[src/rtl/sync_r2w_ptr.sv]
// sync_r2w_ptr: carries the Gray read pointer of an async FIFO into the write
// clock domain, converts it to binary and derives registered fill level,
// full and almost-full flags. Also flags illegal multi-bit Gray steps, which
// point to a CDC or pointer-generation fault upstream.
module sync_r2w_ptr #(
    parameter int DEPTH     = 8,
    parameter int STAGES    = 2,
    parameter int AFULL_LVL = 6,
    localparam int AW       = $clog2(DEPTH),
    localparam int PW       = AW + 1
) (
    input  logic          w_clk,
    input  logic          rst_n,
    input  logic [PW-1:0] rptr,
    input  logic [PW-1:0] wptr_bin,
    input  logic          err_clr,
    output logic [PW-1:0] wsync_ptr,
    output logic [PW-1:0] rptr_bin_sync,
    output logic          rd_adv,
    output logic [PW-1:0] wlevel,
    output logic          w_full,
    output logic          w_afull,
    output logic          gray_err
);

    // Gray to binary: each binary bit is the XOR of all Gray bits at or above it.
    function automatic logic [PW-1:0] gray2bin(input logic [PW-1:0] g);
        logic [PW-1:0] b;
        b[PW-1] = g[PW-1];
        for (int i = PW - 2; i >= 0; i--) begin
            b[i] = b[i+1] ^ g[i];
        end
        return b;
    endfunction

    // Number of set bits; a legal Gray step differs in at most one bit.
    function automatic int popcount(input logic [PW-1:0] v);
        int cnt;
        cnt = 0;
        for (int i = 0; i < PW; i++) begin
            cnt = cnt + int'(v[i]);
        end
        return cnt;
    endfunction

    logic [PW-1:0] r_sync [STAGES];
    logic [PW-1:0] r_prev_g;
    logic          r_gray_err;

    logic [PW-1:0] w_rbin;
    logic [PW-1:0] w_level;
    logic          w_full_nxt;
    logic          w_afull_nxt;
    logic          w_viol;
    logic          w_gray_err_nxt;

    // The synchronized pointer is the last flop of the chain, with no logic after it.
    assign wsync_ptr = r_sync[STAGES-1];

    // Next-state level/flags from one converted pointer so the three outputs always agree.
    always_comb begin
        w_rbin      = gray2bin(wsync_ptr);
        w_level     = wptr_bin - w_rbin;
        w_full_nxt  = (wptr_bin[AW] != w_rbin[AW]) &&
                      (wptr_bin[AW-1:0] == w_rbin[AW-1:0]);
        w_afull_nxt = (w_level >= PW'(AFULL_LVL));
        w_viol      = (popcount(wsync_ptr ^ r_prev_g) > 32'sd1);
        if (w_viol) begin
            w_gray_err_nxt = 1'b1;
        end else if (err_clr) begin
            w_gray_err_nxt = 1'b0;
        end else begin
            w_gray_err_nxt = r_gray_err;
        end
    end

    // Plain flop chain moving the read-domain Gray pointer into w_clk.
    always_ff @(posedge w_clk or negedge rst_n) begin
        if (!rst_n) begin
            for (int i = 0; i < STAGES; i++) begin
                r_sync[i] <= {PW{1'b0}};
            end
        end else begin
            r_sync[0] <= rptr;
            for (int i = 1; i < STAGES; i++) begin
                r_sync[i] <= r_sync[i-1];
            end
        end
    end

    // Registered binary pointer, advance pulse, occupancy, flags and sticky error.
    always_ff @(posedge w_clk or negedge rst_n) begin
        if (!rst_n) begin
            r_prev_g      <= {PW{1'b0}};
            rptr_bin_sync <= {PW{1'b0}};
            rd_adv        <= 1'b0;
            wlevel        <= {PW{1'b0}};
            w_full        <= 1'b0;
            w_afull       <= 1'b0;
            r_gray_err    <= 1'b0;
        end else begin
            r_prev_g      <= wsync_ptr;
            rptr_bin_sync <= w_rbin;
            rd_adv        <= (wsync_ptr != r_prev_g);
            wlevel        <= w_level;
            w_full        <= w_full_nxt;
            w_afull       <= w_afull_nxt;
            r_gray_err    <= w_gray_err_nxt;
        end
    end

    assign gray_err = r_gray_err;

endmodule
[config.mk]
export PLATFORM = sky130hd
export DESIGN_NAME = sync_r2w_ptr
export DESIGN_NICKNAME = d
export VERILOG_FILES = /design/src/rtl/sync_r2w_ptr.sv
export SDC_FILE = /design/constraint.sdc
export NUM_CORES = 1
export LEC_CHECK = 0
export CAP_MARGIN = 20
export CORE_MARGIN = 1
export CORE_UTILIZATION = 39
export DETAILED_ROUTE_END_ITERATION = 10
export DONT_BUFFER_PORTS = 1
export GPL_TIMING_DRIVEN = 0
export PLACE_DENSITY = 0.5
export SKIP_CTS_REPAIR_TIMING = 1
export SYNTH_ARGS = -nofsm -noshare
export SYNTH_HDL_FRONTEND = slang
export SYNTH_SLANG_ARGS = --single-unit
[constraint.sdc]
create_clock -name w_clk -period 5.8 [get_ports w_clk]
set_input_delay 1.16 -clock w_clk [delete_from_list [all_inputs] [get_ports w_clk]]
set_output_delay 1.16 -clock w_clk [all_outputs]
set_load 0.005 [all_outputs]
# ---- Yosys cells after proc, flatten, opt, wreduce, memory -nomap -nowiden
# Index checks and enable logic that the tools add are counted.
# W data, S select, Z words.
dict set report classes {
  n_addsub 4
  magnitude_cmp 2
  eq_ne 3
  n_mux 2
  n_bitwise 4
  reduce_logical 2
}
# cell count
set ops {}
lappend ops {{$add A3 B1 Y4} 1}
lappend ops {{$ge A4 B3 Y1 const B} 1}
lappend ops {{$gt A4 B1 Y1 const B} 1}
lappend ops {{$ne A4 B4 Y1} 1}
lappend ops {{$sub A4 B4 Y4} 1}
lappend ops {{$xor A4 B4 Y4} 1}
lappend ops {{$add A2 B1 Y3} 1}
lappend ops {{$eq A3 B3 Y1} 1}
lappend ops {{$xor A1 B1 Y1} 3}
lappend ops {{$add A1 B1 Y2} 1}
lappend ops {{$mux W1} 2}
lappend ops {{$reduce_bool A2 Y1} 1}
lappend ops {{$logic_and A1 B1 Y1} 1}
lappend ops {{$ne A1 B1 Y1} 1}
dict set report word_totals {
  reg_bits 24
  input_bits 11
  output_inout_bits 16
  elab_cells 26
}

# ---- Logic depth before layout (Yosys ltp)
# Gate-level depths: netlist (run 1).
dict set report depth {
  ltp_word 6
  mapped_depth 10
  depth_no_buf 10
}

# ---- Least setup slack after synthesis (run 1)
# OpenSTA, ideal clock, no wires.
dict set report synth_path {
  kind {input port to flip-flop}
  startpoint {in wptr_bin[0]}
  endpoint {reg w_afull}
  setup_time_ns 0.104
  arrival_ns 2.179
  required_ns 5.696
  slack_ns 3.517
  cell_stages 6
  path_buffers 0
  path_cell_list {inv_1 > ha_1 > nor2b_1 > maj3_2 > or3_1 > o311ai_1}
}
dict set report synth_via {
  elab_chain_len 2
}
# element line
set synth_rtl {}
lappend synth_rtl {{start, declared} 15} ;# input logic [PW-1:0] wptr_bin,
lappend synth_rtl {{$sub A4 B4 Y4} 63} ;# w_level = wptr_bin - w_rbin;
lappend synth_rtl {{$ge A4 B3 Y1} 66} ;# w_afull_nxt = (w_level >= PW'(AFULL_LVL));
lappend synth_rtl {{via w_afull_nxt} 53} ;# logic w_afull_nxt;
lappend synth_rtl {{end signal, assigned} 107} ;# w_afull <= w_afull_nxt;
lappend synth_rtl {{end, declared} 22} ;# output logic w_afull,
# The timed path passes the listed nets, and every way through them passes these cells.
# A chain may end at the register's enable or synchronous reset.

# ---- Worst setup path in the final report (run 1)
dict set report layout_path {
  startpoint {reg r_sync (netlist bit wsync_ptr[3])}
  endpoint {reg w_afull}
}
dict set report layout_via {
  elab_chain_len 5
}
# element line
set layout_rtl {}
lappend layout_rtl {{start, declared} 46} ;# logic [PW-1:0] r_sync [STAGES];
lappend layout_rtl {{start signal, assigned by index} 81} ;# r_sync[i] <= {PW{1'b0}};
lappend layout_rtl {{start signal, assigned by index} 86} ;# r_sync[i] <= r_sync[i-1];
lappend layout_rtl {{$xor A1 B1 Y1 (3 in a row)} 31} ;# b[i] = b[i+1] ^ g[i];
lappend layout_rtl {{via w_rbin[0]} 50} ;# logic [PW-1:0] w_rbin;
lappend layout_rtl {{$sub A4 B4 Y4} 63}
lappend layout_rtl {{$ge A4 B3 Y1} 66}
lappend layout_rtl {{via w_afull_nxt} 53}
# The timed path passes the listed nets, and every way through them passes these cells.

==> results.yml, run 1 <==
run_status:
  outcome: "finished, final reports clean"
synthesis:
  synth_area_leader_cell: "dfrtp_1"
  synth_top_area_share_pct: 62.2
  ys_types: 23
  ys_seq_elements: 23
  yosysWarningCount: 0
  synth_fp_nets: 86
  syn-cell-area_sq_um: 925
  syn_inst: 72
  yosysSeqAreaShare_pct: 62.2
  synthTopCellsByArea: "dfrtp_1 (62%), xor2_1 (4.7%), buf_4 (4.1%)"
  syn_avg_cell_area_sq_um: 12.8
timing:
  holdWs_ns: 0.362
  fin_crit_sh_pct: 43.0
  relSlewSlack_pct: 75.0
  finalCriticalPeriod_ns: 2.49
  finClkSkew_ns: 0.00249
  fin_setup_tns_ns: 0
  worstMarginPinSlew_ns: 0.372
  setup_viol: 0
  rsz0062_at_grt: "false"
  clock.fmax_mhz: 401
  finalMaxSlewViolations: 0
  hold_violations: 0
power:
  p_total_uw: 306
  leakage_nw: 0.460
  power_density_mw_per_mm2: 309
  ir_worst_vdd_mv: 0.143
global_routing:
  grt_overflow_total: 0
  grt.total_usage_pct: 13.1
  grt_pass1_vias: 533
  grt_max_degree: 24
  antenna_found_initial: 0
  grt_pass1_wl_microns: 2350
floorplanning:
  die_x_microns: 50.7
  fp.dieH_microns: 50.7
  core_area_sq_mm: 0.00223
  fp.dieArea_sq_mm: 0.00257
  initial_core_util_pct: 41.4
  ios: 27
  num_rows: 17
worst_setup_path:
  start_kind: "flip-flop"
  arrival_ns: 2.69
  end_kind: "flip-flop"
  rr_startpoint: "wsync_ptr[3]$_DFF_PN0_"
  cp.depth: 10
  cp_top_family: "XOR/XNOR gates"
  r2r-end: "w_afull$_DFF_PN0_"
  cp_cell_sequence: "xnor2_2 -> xnor2_1 -> xnor2_1 -> ha_1 -> inv_1 -> ha_1 -> a21oi_1 -> nor2_1 -> a211oi_1 -> o311ai_1"
  slowest_delay_ns: 0.48
  slowest_stage: "dfrtp_1"
  critPathBufInv: 1
  critical_path_required_ns: 6.00
  crit_type: "reg2reg"
  r2r_cells: 10
  r2r_setup_slack_ns: 3.31
  cp_max_fo: 5
  startpoint: "wsync_ptr[3]$_DFF_PN0_"
clocking:
  htree_levels: 1
  root_buffer: "clkbuf_4"
  path_clk_slew_ns: 0.13
  cts_tree: "built"
  clock_path_buffers: 2
  insertion_delay_ns: 0.31
  cts_sinks: 23
  cts_buffers: 3
final_layout:
  drive_above_1_share_pct: 17.1
  stdcell_count: 104
  multi_input_area_sq_um: 274
  fin_nets: 91
  finish.utilization_pct: 44.3
  seq_area_sq_um: 576
  num_antenna_cells: 0
  area_delta_synth_final_pct: 7.04
  fillerInstances: 219
placement:
  place_congestion: 0.678
  placement.io_buffers: 0
  placed_cells: 100
  hpwl_microns: 977
worst_hold_path:
  hold_depth: 0
  hold-path-endpoint: "wsync_ptr[1]$_DFF_PN0_"
  min_path_type: "reg2reg"
  holdCritStartpoint: "r_sync[5]$_DFF_PN0_"
route:
  ant_nets: 0
  drt_pass1_iterations: 4
  vias_per_cell: 4.77
  drt-total-wl_microns: 1320
  vias: 496
  drcViolationCount: 0
  first_iter_violations: 4
  avgRoutedWirePerCell_microns: 12.7
run:
  max_cap_viol_count: 0
[how the worst max path moves through the flow]
stage | end
floorplan | w_afull$_DFF_PN0_
global placement | w_afull$_DFF_PN0_
detailed placement | w_afull$_DFF_PN0_
CTS | w_afull$_DFF_PN0_
global route | w_afull$_DFF_PN0_
finish | w_afull$_DFF_PN0_
[cell usage in the layout, fill, tap and decap left out, drive strengths merged, types with 2 or more instances in the layout]
master  count
dfrtp      23
buf         5
inv        10
ha          2
o21ai       2
xnor2       5
or3         2
xor2        5
clkbuf      3
nand2       2
a21oi       3
nor2        2
a211oi      2
[layer usage]
| metal | global-route usage (%) | up-vias | part of all wire, % |
|---|---|---|---|
| li1 | - | 236 | - |
| met4 | 9.72 | 0 | 2.3 |
| met2 | 21.1 | 18 | 50 |
| met3 | 3.33 | 4 | 5.9 |
| met5 | 0 | - | 0 |
| met1 | 14.9 | 238 | 42 |
[stage by stage]
step	instance area [sq um]	worst slack (ns)
CTS	990	3.29
detailed placement	960	3.31
floorplan	925	3.52
finish	990	3.31
global placement	960	3.38
global route	990	3.01
[layout make-up]
type | instances | area share, %
well taps | 28 | 3.54
inverters | 10 | 3.79
flip-flops and latches | 23 | 58.2
multi-input cells | 34 | 27.7
plain buffers | 5 | 3.79
clock buffers | 3 | 2.28
clock inverters | 1 | 0.759
[flip-flops by register name, indices dropped and copies added (netlist names)]
register / count
rptr_bin_sync: 3
gray_err: 1
w_afull: 1
rd_adv: 1
w_full: 1
wlevel: 4
r_prev_g: 4
r_sync: 4
wsync_ptr: 4
[kinds of logic after synthesis]
kind of cell,count (synthesis),share of synthesized area [%]
fa+ha+maj,4,6.09
buf+inv,15,8.12
flops,23,62.2
xor+xnor,10,10.3
compound gates,10,7.31
simple gates,10,5.95
[worst reg2reg max path, stage by stage (launching register included)]
cell	delay, ns
dfrtp_1	0.48
xnor2_2	0.32
xnor2_1	0.26
xnor2_1	0.20
ha_1	0.22
inv_1	0.06
ha_1	0.19
a21oi_1	0.16
nor2_1	0.06
a211oi_1	0.30
o311ai_1	0.12
[synthesized netlist by cell type, drive strengths merged]
cell type  instances
o211a              1
nand2              2
or4b               1
a221oi             1
nor2               2
dfrtp             23
maj3               1
xor2               5
fa                 1
and2               1
ha                 2
buf                5
a211oi             2
inv               10
o21ai              2
o311ai             1
or3                2
nor2b              1
a21oi              3
xnor2              5
nand3              1
[report_power, final]
group	total (mW)	internal, mW	leakage, nW	switching (mW)
clock network	0.0756	0.0263	0.0139	0.0493
registers	0.189	0.179	0.266	0.0105
logic	0.0414	0.0193	0.180	0.0221
(Power assumes the default switching activity.)
==> run 2: changes to the inputs <==
==> constraint.sdc (replaced) <==
create_clock -name w_clk -period 2.3 [get_ports w_clk]
set_input_delay 0.46 -clock w_clk [delete_from_list [all_inputs] [get_ports w_clk]]
set_output_delay 0.46 -clock w_clk [all_outputs]
set_load 0.005 [all_outputs]
==> run 2 against run 1 <==
Net effect: sequential share of layout area shrank 6.2 points; critical path depth shrank 2; final cell count up 7.7%; first-iteration DRC count rose by 25%; highest routed layer unchanged.
==> results.yml, run 2 (same netlist as run 1, synthesis figures left out) <==
worst_setup_path:
  start_kind: "flip-flop"
  crit_type: "reg2reg"
  cp_max_fo: 4
  arrival_ns: 2.43
  end_kind: "flip-flop"
  critical_path_required_ns: 2.53
final_layout:
  fin_area_sq_mm: 0.00112
  layout_commonest_cell: "dfrtp_1"
  mostFrequentLayoutCells: "dfrtp_1 (20), buf_4 (11), inv_1 (8)"
  num_antenna_cells: 0
  fin_nets: 99
  area_delta_synth_final_pct: 20.7
  fillerInstances: 201
  drive_above_1_share_pct: 36.9
placement:
  placement.io_buffers: 0
  place_congestion: 0.678
  hpwl_microns: 977
  pre_cts_ws_ns: -0.195
  dpl_cell_area_sq_um: 960
power:
  ir_worst_vdd_mv: 0.375
  leakage_nw: 0.511
  power_density_mw_per_mm2: 742
  p_total_uw: 828
global_routing:
  grt.total_usage_pct: 13.1
  grt_overflow_total: 0
  grt_pass1_wl_microns: 2350
  grt_pass1_vias: 533
  grt_max_degree: 24
  antenna_found_initial: 0
route:
  vias: 533
  vias_per_cell: 4.76
  first_iter_violations: 5
  ant_nets: 0
  drcViolationCount: 0
  drt-total-wl_microns: 1430
  drt_pass1_iterations: 2
  avgRoutedWirePerCell_microns: 12.8
timing:
  worstMarginPinSlew_ns: 0.318
  fin_crit_sh_pct: 95.5
  setup_viol: 0
  finalMaxSlewViolations: 0
  finClkSkew_ns: 0.00739
  fin_ws_ns: 0.104
  hold_violations: 0
  relSlewSlack_pct: 78.6
  finalCriticalPeriod_ns: 2.20
  clock.fmax_mhz: 455
run:
  max_cap_viol_count: 0
worst_hold_path:
  min_path_type: "in2reg"
clocking:
  insertion_delay_ns: 0.31
  cts_tree: "built"
  htree_levels: 1
  cts_buffers: 3
  root_buffer: "clkbuf_4"
  cts_sinks: 23
  clock_path_buffers: 2
  path_clk_slew_ns: 0.13
floorplanning:
  core_area_sq_mm: 0.00223
  die_x_microns: 50.7
  fp.dieH_microns: 50.7
  initial_core_util_pct: 41.4
  fp.dieArea_sq_mm: 0.00257
  num_rows: 17
  ios: 27
run_status:
  outcome: "finished, final reports clean"
[run 2: cell types whose count changed in the layout (fill, tap and decap cells not counted), sizes merged]
cell         previous run  this run
buf                     5        12
dlygate4sd3             0         1
[run 2: per-layer routing]
metal / global-route usage [%] / wire length (microns) / vias up
li1: - / - / 253
met1: 14.9 / 586 / 264
met2: 21.1 / 759 / 14
met3: 3.33 / 69 / 2
met4: 9.72 / 14 / 0
met5: 0 / 0 / -
[run 2: cell type report]
cell class,instances,area [sq um],area share (%)
inverter,10,37.5,3.36
clock inverter,1,7.51,0.673
tap,28,35.0,3.14
buffer,5,37.5,3.36
timing repair buffer,8,75.1,6.73
multi-input combinational,34,322,28.8
sequential,23,579,51.9
clock buffer,3,22.5,2.02
[run 2: path summary, 6_finish.rpt]
check / from / endpoint / slack [ns] / cells after the start
max in group asynchronous: rst_n / wsync_ptr[2]$_DFF_PN0_ / 1.58 / 2
min in group asynchronous: rst_n / rptr_bin_sync[1]$_DFF_PN0_ / 0.56 / 2
min: rptr[1] / r_sync[5]$_DFF_PN0_ / 0.16 / 0
max: wsync_ptr[2]$_DFF_PN0_ / w_afull$_DFF_PN0_ / 0.10 / 8
min reg2reg: r_sync[5]$_DFF_PN0_ / wsync_ptr[1]$_DFF_PN0_ / 0.36 / 0
max reg2reg: wsync_ptr[2]$_DFF_PN0_ / w_afull$_DFF_PN0_ / 0.10 / 8
[run 2: power breakdown]
part           internal [mW]  switching (mW)
Combinational         0.0802          0.0766
Sequential             0.451          0.0270
Clock                 0.0663           0.127
Total                  0.597           0.230
[run 2: worst max-delay path, cell delays in order, from the launching register on]
cell	delay, ns
dfrtp_2	0.48
xnor2_4	0.17
xnor2_2	0.27
xnor2_2	0.12
ha_2	0.21
nor2b_1	0.13
maj3_2	0.31
or3_1	0.35
o311ai_2	0.08
[run 2: through the flow]
step	hold WS [ns]	TNS, ns	std cells	util [%]
2_1_floorplan	0.164	0	72	-
3_3_place_gp	0.165	-0.190	100	43.0
3_5_place_dp	0.165	-0.362	100	43.0
4_1_cts	-0.201	-0.440	104	44.3
5_1_grt	0.119	-0.0515	112	50.0
6_report	0.161	0	112	50.0
==> run 3: changes to the inputs <==
--- a/config.mk
+++ b/config.mk
@@ -10,9 +10,11 @@
 export CORE_UTILIZATION = 39
 export DETAILED_ROUTE_END_ITERATION = 10
 export DONT_BUFFER_PORTS = 1
+export GPL_ROUTABILITY_DRIVEN = 0
 export GPL_TIMING_DRIVEN = 0
 export PLACE_DENSITY = 0.5
 export SKIP_CTS_REPAIR_TIMING = 1
+export SLEW_MARGIN = 20
 export SYNTH_ARGS = -nofsm -noshare
 export SYNTH_HDL_FRONTEND = slang
 export SYNTH_SLANG_ARGS = --single-unit
==> constraint.sdc (replaced) <==
create_clock -name w_clk -period 2.24 [get_ports w_clk]
set_input_delay 0.448 -clock w_clk [delete_from_list [all_inputs] [get_ports w_clk]]
set_output_delay 0.448 -clock w_clk [all_outputs]
set_load 0.005 [all_outputs]
==> run 3 against run 2 <==
Net effect: clock skew is 0.0059 ns lower; first-iteration DRC count is 100% lower; die area stayed put; global-route usage stayed put.
==> results.yml, run 3 (same netlist as run 1, synthesis figures left out) <==
timing:
  setup_viol: 0
  finClkSkew_ns: 0.00148
  worstMarginPinSlew_ns: 0.330
  fin_crit_sh_pct: 98.1
  finalCriticalPeriod_ns: 2.20
  rsz0062_at_grt: "true"
  holdWs_ns: 0.143
  finalMaxSlewViolations: 0
  fin_ws_ns: 0.0432
  relSlewSlack_pct: 77.8
  clock.fmax_mhz: 455
  hold_violations: 0
  fin_setup_tns_ns: 0
worst_setup_path:
  cp_top_family: "XOR/XNOR gates"
  slowest_delay_ns: 0.48
  end_kind: "flip-flop"
  cp_cell_sequence: "xnor2_4 -> xnor2_2 -> buf_4 -> xor2_1 -> ha_4 -> a21oi_1 -> o211a_1 -> o311ai_2"
  slowest_stage: "dfrtp_2"
  critPathBufInv: 1
  crit_type: "reg2reg"
  cp_max_fo: 4
  critical_path_required_ns: 2.47
  start_kind: "flip-flop"
  arrival_ns: 2.43
  r2r_setup_slack_ns: 0.04
route:
  drt_pass1_iterations: 1
  vias: 532
  ant_nets: 0
  vias_per_cell: 4.75
  drt-total-wl_microns: 1460
  drcViolationCount: 0
  first_iter_violations: 0
  avgRoutedWirePerCell_microns: 13.1
run:
  max_cap_viol_count: 0
power:
  sw_frac_of_total_pct: 28.0
  power_frac_comb_pct: 20.2
  p_total_uw: 865
  ir_worst_vdd_mv: 0.382
  power_switching_uw: 243
  power.internal_uw: 623
  leakage_nw: 0.515
  p_clk_share_pct: 23.0
  seq_power_share_pct: 56.7
  power_density_mw_per_mm2: 760
floorplanning:
  fp.dieArea_sq_mm: 0.00257
  ios: 27
  num_rows: 17
  initial_core_util_pct: 41.4
  core_area_sq_mm: 0.00223
  fp.dieH_microns: 50.7
  die_x_microns: 50.7
clocking:
  insertion_delay_ns: 0.31
  path_clk_slew_ns: 0.13
  clock_path_buffers: 2
  cts_buffers: 3
  htree_levels: 1
  cts_sinks: 23
  root_buffer: "clkbuf_4"
  cts_tree: "built"
global_routing:
  grt_max_degree: 24
  grt_pass1_wl_microns: 2350
  antenna_found_initial: 0
  grt.total_usage_pct: 13.1
  grt_pass1_vias: 533
  grt_overflow_total: 0
final_layout:
  area_delta_synth_final_pct: 23.1
  num_antenna_cells: 0
  drive_above_1_share_pct: 38.1
  layout_commonest_cell: "dfrtp_1"
  fin_nets: 99
  mostFrequentLayoutCells: "dfrtp_1 (20), buf_4 (11), inv_1 (8)"
  stdcell_count: 112
placement:
  placement.io_buffers: 0
  hpwl_microns: 977
  placed_cells: 100
  pre_cts_ws_ns: -0.255
run_status:
  outcome: "finished, final reports clean"
worst_hold_path:
  min_path_type: "in2reg"
## run 3: layout make-up
| cell class | count | area (sq um) |
|---|---|---|
| fillers | 198 | 1090 |
| clock inverters | 1 | 7.51 |
| clock buffers | 3 | 22.5 |
| repair buffers | 8 | 75.1 |
| inverters | 10 | 37.5 |
| plain buffers | 5 | 37.5 |
| flip-flops and latches | 23 | 579 |
| well taps | 28 | 35.0 |
| multi-input cells | 34 | 344 |
## run 3: path summary, 6_finish.rpt
kind | start | to | cells after the start
max | wsync_ptr[2]$_DFF_PN0_ | w_afull$_DFF_PN0_ | 8
min | rptr[0] | r_sync[4]$_DFF_PN0_ | 0
max reg2reg | wsync_ptr[2]$_DFF_PN0_ | w_afull$_DFF_PN0_ | 8
min reg2reg | r_sync[6]$_DFF_PN0_ | wsync_ptr[2]$_DFF_PN0_ | 0
max in group asynchronous | rst_n | wsync_ptr[2]$_DFF_PN0_ | 2
min in group asynchronous | rst_n | gray_err$_DFFE_PN0P_ | 2
## run 3: metrics by stage
step	area, sq um	util (%)
floorplan	925	-
global placement	960	43.0
detailed placement	960	43.0
CTS	990	44.3
global route	1140	51.0
finish	1140	51.0
## run 3: power by group through the flow
stage | combinational (mW) | sequential (mW) | clock, mW
2_1_floorplan | 0.0906 | 0.494 | 0
3_3_place_gp | 0.107 | 0.499 | 0
3_5_place_dp | 0.108 | 0.499 | 0
4_1_cts | 0.110 | 0.491 | 0.212
5_1_grt | 0.200 | 0.498 | 0.224
6_report | 0.175 | 0.491 | 0.199
## run 3: worst reg2reg max path: stages, from the launching register on
cell	delay, ns
dfrtp_2	0.48
xnor2_4	0.17
xnor2_2	0.26
buf_4	0.16
xor2_1	0.26
ha_4	0.20
a21oi_1	0.07
o211a_1	0.25
o311ai_2	0.27
## run 3: routing by layer
layer  up-vias  GRT usage (%)  routed length [microns]
li1        251              -                        -
met1       261           14.9                      589
met2        16           21.1                      776
met3         4           3.33                       71
met4         0           9.72                       25
met5         -              0                        0
